$ cat src/rtl/dcache_refill_ctrl.sv
// Data-cache refill controller: word read, one-cycle fill, dirty-victim write-back.
// Optional memory-wait timeout is built in when DCACHE_REFILL_TIMEOUT_EN is defined.
module dcache_refill_ctrl #(
  parameter int unsigned TIMEOUT_CYCLES = 255
) (
  input  logic        CLK_cpu,
  input  logic        RST_cpu_n,
  input  logic        cache_miss,
  input  logic [19:0] miss_addr,
  output logic        busy,
  output logic        done,
  output logic        err,
  output logic        fetch,
  output logic [19:0] fill_addr,
  output logic [31:0] fill_data,
  input  logic [15:0] victim_tag,
  input  logic [31:0] victim_data,
  output logic        mem_req,
  output logic        mem_we,
  output logic [19:0] mem_addr,
  output logic [31:0] mem_wdata,
  input  logic        mem_ack,
  input  logic [31:0] mem_rdata
);

  localparam int unsigned AW = 20;
  localparam int unsigned DW = 32;
  localparam int unsigned VW = 10;

  typedef enum logic [2:0] {
    IDLE    = 3'd0,
    MEM_RD  = 3'd1,
    FILL    = 3'd2,
    CAPTURE = 3'd3,
    WB      = 3'd4,
    DONE    = 3'd5
  } state_e;

  state_e        state_q, state_d;
  logic [AW-1:0] addr_q, addr_d;
  logic [DW-1:0] data_q, data_d;
  logic [VW-1:0] vtag_q, vtag_d;
  logic [DW-1:0] vdata_q, vdata_d;
  logic          timeout_c;

  logic          busy_q, busy_d;
  logic          done_q, done_d;
  logic          fetch_q, fetch_d;
  logic [AW-1:0] fill_addr_q, fill_addr_d;
  logic [DW-1:0] fill_data_q, fill_data_d;
  logic          mem_req_q, mem_req_d;
  logic          mem_we_q, mem_we_d;
  logic [AW-1:0] mem_addr_q, mem_addr_d;
  logic [DW-1:0] mem_wdata_q, mem_wdata_d;

  // Only the valid/dirty flags and the low tag field take part in the refill.
  logic unused_tag_bits;
  assign unused_tag_bits = ^{victim_tag[15:14], victim_tag[11:10]};

`ifdef DCACHE_REFILL_TIMEOUT_EN
  localparam int unsigned CNT_W = (TIMEOUT_CYCLES > 255) ? $clog2(TIMEOUT_CYCLES + 1) : 8;

  logic [CNT_W-1:0] cnt_q, cnt_d;
  logic             err_q, err_d;

  assign timeout_c = ((state_q == MEM_RD) || (state_q == WB)) && !mem_ack &&
                     (cnt_q == CNT_W'(TIMEOUT_CYCLES - 1));

  // Wait counter restarts from zero on every entry into a wait state.
  always_comb begin
    cnt_d = '0;
    err_d = timeout_c;
    if ((state_d == state_q) && ((state_q == MEM_RD) || (state_q == WB))) begin
      cnt_d = cnt_q + CNT_W'(1);
    end
  end

  always_ff @(posedge CLK_cpu or negedge RST_cpu_n) begin
    if (!RST_cpu_n) begin
      cnt_q <= '0;
      err_q <= 1'b0;
    end else begin
      cnt_q <= cnt_d;
      err_q <= err_d;
    end
  end

  assign err = err_q;
`else
  logic unused_timeout_param;
  assign unused_timeout_param = (TIMEOUT_CYCLES == 0);
  assign timeout_c = 1'b0;
  assign err       = 1'b0;
`endif

  // Next-state and data capture.
  always_comb begin
    state_d = state_q;
    addr_d  = addr_q;
    data_d  = data_q;
    vtag_d  = vtag_q;
    vdata_d = vdata_q;
    unique case (state_q)
      IDLE: begin
        if (cache_miss) begin
          addr_d  = miss_addr;
          state_d = MEM_RD;
        end
      end
      MEM_RD: begin
        if (mem_ack) begin
          data_d  = mem_rdata;
          state_d = FILL;
        end else if (timeout_c) begin
          state_d = IDLE;
        end
      end
      FILL: state_d = CAPTURE;
      CAPTURE: begin
        vtag_d  = victim_tag[VW-1:0];
        vdata_d = victim_data;
        state_d = (victim_tag[13] && victim_tag[12]) ? WB : DONE;
      end
      WB: begin
        if (mem_ack) begin
          state_d = DONE;
        end else if (timeout_c) begin
          state_d = IDLE;
        end
      end
      DONE:    state_d = IDLE;
      default: state_d = IDLE;
    endcase
  end

  // Outputs are decoded from the next state so they register alongside it.
  always_comb begin
    busy_d      = 1'b0;
    done_d      = 1'b0;
    fetch_d     = 1'b0;
    fill_addr_d = '0;
    fill_data_d = '0;
    mem_req_d   = 1'b0;
    mem_we_d    = 1'b0;
    mem_addr_d  = '0;
    mem_wdata_d = '0;
    unique case (state_d)
      MEM_RD: begin
        busy_d     = 1'b1;
        mem_req_d  = 1'b1;
        mem_addr_d = {addr_d[AW-1:2], 2'b00};
      end
      FILL: begin
        busy_d      = 1'b1;
        fetch_d     = 1'b1;
        fill_addr_d = addr_d;
        fill_data_d = data_d;
      end
      CAPTURE: busy_d = 1'b1;
      WB: begin
        busy_d      = 1'b1;
        mem_req_d   = 1'b1;
        mem_we_d    = 1'b1;
        mem_addr_d  = {vtag_d, addr_d[9:2], 2'b00};
        mem_wdata_d = vdata_d;
      end
      DONE:    done_d = 1'b1;
      default: ;
    endcase
  end

  always_ff @(posedge CLK_cpu or negedge RST_cpu_n) begin
    if (!RST_cpu_n) begin
      state_q     <= IDLE;
      addr_q      <= '0;
      data_q      <= '0;
      vtag_q      <= '0;
      vdata_q     <= '0;
      busy_q      <= 1'b0;
      done_q      <= 1'b0;
      fetch_q     <= 1'b0;
      fill_addr_q <= '0;
      fill_data_q <= '0;
      mem_req_q   <= 1'b0;
      mem_we_q    <= 1'b0;
      mem_addr_q  <= '0;
      mem_wdata_q <= '0;
    end else begin
      state_q     <= state_d;
      addr_q      <= addr_d;
      data_q      <= data_d;
      vtag_q      <= vtag_d;
      vdata_q     <= vdata_d;
      busy_q      <= busy_d;
      done_q      <= done_d;
      fetch_q     <= fetch_d;
      fill_addr_q <= fill_addr_d;
      fill_data_q <= fill_data_d;
      mem_req_q   <= mem_req_d;
      mem_we_q    <= mem_we_d;
      mem_addr_q  <= mem_addr_d;
      mem_wdata_q <= mem_wdata_d;
    end
  end

  assign busy      = busy_q;
  assign done      = done_q;
  assign fetch     = fetch_q;
  assign fill_addr = fill_addr_q;
  assign fill_data = fill_data_q;
  assign mem_req   = mem_req_q;
  assign mem_we    = mem_we_q;
  assign mem_addr  = mem_addr_q;
  assign mem_wdata = mem_wdata_q;

endmodule
$ cat config.mk
export PLATFORM = sky130hd
export DESIGN_NAME = dcache_refill_ctrl
export DESIGN_NICKNAME = d
export VERILOG_FILES = /design/src/rtl/dcache_refill_ctrl.sv
export SDC_FILE = /design/constraint.sdc
export NUM_CORES = 1
export LEC_CHECK = 0
export CORE_UTILIZATION = 30
export CTS_CLUSTER_DIAMETER = 80
export DETAILED_ROUTE_END_ITERATION = 7
export PLACE_DENSITY = 0.55
export SYNTH_ARGS = -nofsm -noshare
export SYNTH_HDL_FRONTEND = slang
export SYNTH_SLANG_ARGS = --single-unit
$ cat constraint.sdc
create_clock -name CLK_cpu -period 2 [get_ports CLK_cpu]
set_clock_uncertainty 0.15 [all_clocks]
set_input_delay 0.3 -clock CLK_cpu [delete_from_list [all_inputs] [get_ports CLK_cpu]]
set_output_delay 0.3 -clock CLK_cpu [all_outputs]
set_load 0.01 [all_outputs]
# == After elaboration in Yosys (flattened, before gate mapping) ==
# Index checks and enable logic that the tools add are counted.
# totals
ff_bits,206
in_bits,104
output_inout_bits,110
wordCells,47
# op_classes
eq_ne,9
n_mux,20
n_reduce_logical,4
# ops
cell,n
two-way mux 32 bit,5
two-way mux 20 bit,3
one-hot mux 20 bit (2 select lines),1
one-hot mux 3 bit (5 select lines),1
"equality test 3 x 2 -> 1 bit, second input constant",4
two-way mux 10 bit,1
"equality test 3 bit, second input constant",3
two-way mux 3 bit,3
"equality test 3 x 1 -> 1 bit, second input constant",2
two-way mux 1 bit,6
OR reduction 4 bit,1
zero test 3 bit,1
OR reduction 2 bit,1
logical AND 1 bit,1

# == Depth between registers and ports, before layout ==
# Gate-level depths: netlist of the first run.
# logic_depth
ltp_word,6
ltp_mapped,7
ltp_nobuf,4

# == Least setup slack after synthesis of the first run ==
# OpenSTA, ideal clock, no wires.
# synth_path
path_type,register to register
startpoint,reg state_q[1]
endpoint,reg fill_addr_q[0] (netlist: fill_addr[0])
t_arrival_ns,1.510
t_required_ns,1.731
slack_ns,0.221
path_stages_with_launch,6
n_path_buf,2
cell_sequence,dfrtp_1 buf_2 nor4b_2 buf_4 mux2_2 and2_1
# synth_between
word_cells_on_any_way,12
cone_classes,eq/ne: 5; mux: 6; reduce/logical: 1
# synth_lines
element,line_no,rtl
"start, declared",39,"state_e state_q, state_d;"
"start signal, assigned",189,state_q <= state_d;
zero test 3 bit,103,unique case (state_q)
two-way mux 20 bit,103,
net addr_d[0],40,"logic [AW-1:0] addr_q, addr_d;"
two-way mux 20 bit,147,unique case (state_d)
net fill_addr_d[0],49,"logic [AW-1:0] fill_addr_q, fill_addr_d;"
"end signal, assigned",197,fill_addr_q <= fill_addr_d;
"end, declared",49,
# The timed path passes the listed nets, and every way through them passes these cells.

# == Worst setup path after layout of the first run ==
# layout_path
startpoint,reg state_q[1]
endpoint,reg mem_addr_q[10] (netlist: mem_addr[10])
# layout_between
elab_chain_cells,4
word_cells_on_any_way,14
cone_classes,eq/ne: 6; mux: 7; reduce/logical: 1
# layout_rtl
element,line_no,rtl
equality test 3 bit (tied with other cells),103,
one-hot mux 3 bit (5 select lines),103,
equality test 3 bit or equality test 3 x 1 -> 1 bit (tied branches),147,
one-hot mux 20 bit (2 select lines) (*),147,
net mem_addr_d[10],53,"logic [AW-1:0] mem_addr_q, mem_addr_d;"
"end signal, assigned",201,mem_addr_q <= mem_addr_d;
"end, declared",53,
# The timed path passes the listed nets; every way through them passes the cells marked *.

==> results.toml, run 1 <==
[run_status]
status = "finished clean"

[yosys]
synth-edff-count = 0
syn_avg_cell_area_sq_um = 14.4
syn_inst = 417
ys_ff_latch = 172
ys.flop_type = "dfrtp_1"
syn_area_sq_um = 5990
async_flop_share = 1.00
synthTopCellsByArea = "dfrtp_1, mux2_2, mux2i_1, and2_1, nor2b_1"
synth.distinct_cells = 30
yosysSeqAreaShare = 0.718
synth_top_area_cell = "dfrtp_1"
yosysWarnings = 0
synth_top_area_frac = 0.718

[power_and_ir_drop]
p_leak_uw = 0.00412
power_uw = 12400
power.density_nw_per_um2 = 1370
ir_worst_vdd_mv = 0.667

[setup_path]
critPathMaxStageDelay_ns = 0.55
start_kind = "register"
crit_path_end_kind = "register"
path_max_fanout = 19
cp.buffers_inverters = 2
crit_cells = 5
slowest_stage = "dfrtp_1"
reg2reg_depth = 5
required_ns = 2.18
cp_top_family = "flip-flops"
worst-setup-path-type = "register to register"
cp.arrival_ns = 2.06
path_cells = "nand3b_1 -> buf_4 -> o22a_4 -> buf_4 -> o22ai_1"
crit_top_cell = "buf_4"

[route]
drtIter0Drc = 133
via_per_inst = 4.15
vias = 3797
wl_per_cell_microns = 15.6
wirelength_microns = 14300
ant_nets = 0
firstDrtPassIters = 4
drc = 0

[floorplanning]
start_util = 0.307
rows = 51
fp.dieW_microns = 143
coreArea_sq_um = 19500
die_area_sq_um = 20500
ios = 214
die_h_microns = 143

[cts]
clk_path_buf_depth = 2
cts_max_level = 4
path_clk_slew_ns = 0.06
clk_latency_ns = 0.42
cts_buffers = 17
cts_setup_buffers = 0
cts_tree = "done"
ctsRootBufferMaster = "clkbuf_16"
cts_sinks = 172

[timing]
setup_viol = 0
maxSlewViolCount = 0
setup_tns_ns = 0
hold_violations = 0
grt_setup_unrepaired = "false"
period_share = 0.938
fin_crit_ns = 1.88
max_freq_ghz = 0.533
holdWs_ns = 0.235

[final_layout]
antenna_cells = 0
fillers = 1820
fin_nets = 741
final_cells = 914
area_growth_syn_to_layout_pct = 51.2
layout-drive-gt1-share = 0.131
design_area_sq_um = 9060
final_common_cell = "clkdlybuf4s50_1"
layout_common_cells = "clkdlybuf4s50_1, dfrtp_1, nor2b_1, and2_1, mux2_2"

[place]
portBuffers = 206
place_inst = 882
dp_hpwl_microns = 10100
dpl_cell_area_sq_um = 8480
gp_congestion = 0.725

[global_routing]
grt_pass1_vias = 4280
grt_pass1_wl_microns = 22300
grt_antenna_before_repair = 1
grt_use_total = 0.148
grt_start_max_net_pins = 52
grt_overflow = 0

[job]
cap_violations = 0

[min_path]
hp-class = "input pin to asynchronous set/reset pin"
==> cell usage after synthesis (all sizes together) (3+ instances only) <==
cell      n
nand2     4
inv      31
nor2     19
mux2i    28
nand2b    3
buf      19
mux2     34
nor2b    34
and2     34
a21oi     9
o22ai    10
dfrtp   172
clkbuf    5
==> final timing paths <==
| check | startpoint | endpoint | slack (ns) |
|---|---|---|---|
| max reg2reg | state_q[1] | mem_addr[10] | 0.12 |
| max | state_q[1] | mem_addr[10] | 0.12 |
| max in group asynchronous | RST_cpu_n | mem_wdata[7] | 0.81 |
| min in group CLK_cpu | mem_rdata[17] | fill_data[17] | 0.28 |
| min | RST_cpu_n | mem_wdata[5] | 0.23 |
| min reg2reg | vtag_q[5] | vtag_q[5] | 0.33 |
==> layout make-up <==
cell class	count	area, sq um	share of cell area
Sequential cell	172	4310	0.475
Timing Repair Buffer	223	2290	0.253
Tap cell	265	332	0.0366
Clock inverter	8	85.1	0.00939
Multi-Input combinational cell	192	1440	0.159
Inverter	31	116	0.0128
Clock buffer	23	488	0.0539
==> logic make-up after synthesis <==
logic type,after synthesis,share of synthesized area
DFF,172,0.718
and+or+nand+nor,101,0.0981
muxes,62,0.111
buffers and inverters,55,0.0439
AOI/OAI and AO/OA,26,0.0284
other,1,0.000626
==> where the power goes <==
part	leakage (uW)	internal (uW)	switching [uW]
combinational	0.00163	2300	1900
clock	0.000276	1850	1300
sequential	0.00222	4680	403
total	0.00412	8830	3610
==> what timing repair did <==
item	in CTS	in global routing
hold buffers	1	0
endpoints found under the setup margin	0	2
hold endpoints to repair	42	0
gates resized for setup	0	1
==> registers in the layout, indices dropped and copies added (netlist names) <==
register,count
mem_wdata,32
fetch,1
vtag_q,10
fill_data,32
vdata_q,32
busy,1
addr_q,20
state_q,3
done,1
mem_addr,18
fill_addr,20
mem_we,1
mem_req,1
==> metal layers <==
layer | up-vias | wire length, microns | track usage
met5 | - | 0 | 0
met4 | 0 | 191 | 0.0482
met3 | 12 | 1850 | 0.0860
met2 | 169 | 6610 | 0.237
met1 | 1849 | 5640 | 0.163
li1 | 1767 | - | -
==> through the flow <==
step	utilization	setup slack (ns)
after floorplan	-	0.221
after global placement	0.434	-0.0252
after detailed placement	0.434	-0.0423
after CTS	0.464	0.109
after global routing	0.464	0.000968
final	0.464	0.124
Power figures use the tool's default switching activity.
==> run 2, diff against run 1 <==
Settings changed: SLEW_MARGIN set to 10.
==> results of run 2 <==
The final DEF is identical to that of run 1; final timing and power are the same.
==> run 3, diff against run 2 <==
Settings changed: SKIP_CTS_REPAIR_TIMING set to 1.
==> results of run 3 <==
The final DEF is identical to that of run 1; final timing and power are the same.
Among the figures that moved: via count of the first global-routing pass 4280 -> 4268; overall routing resource usage 0.148 -> 0.147
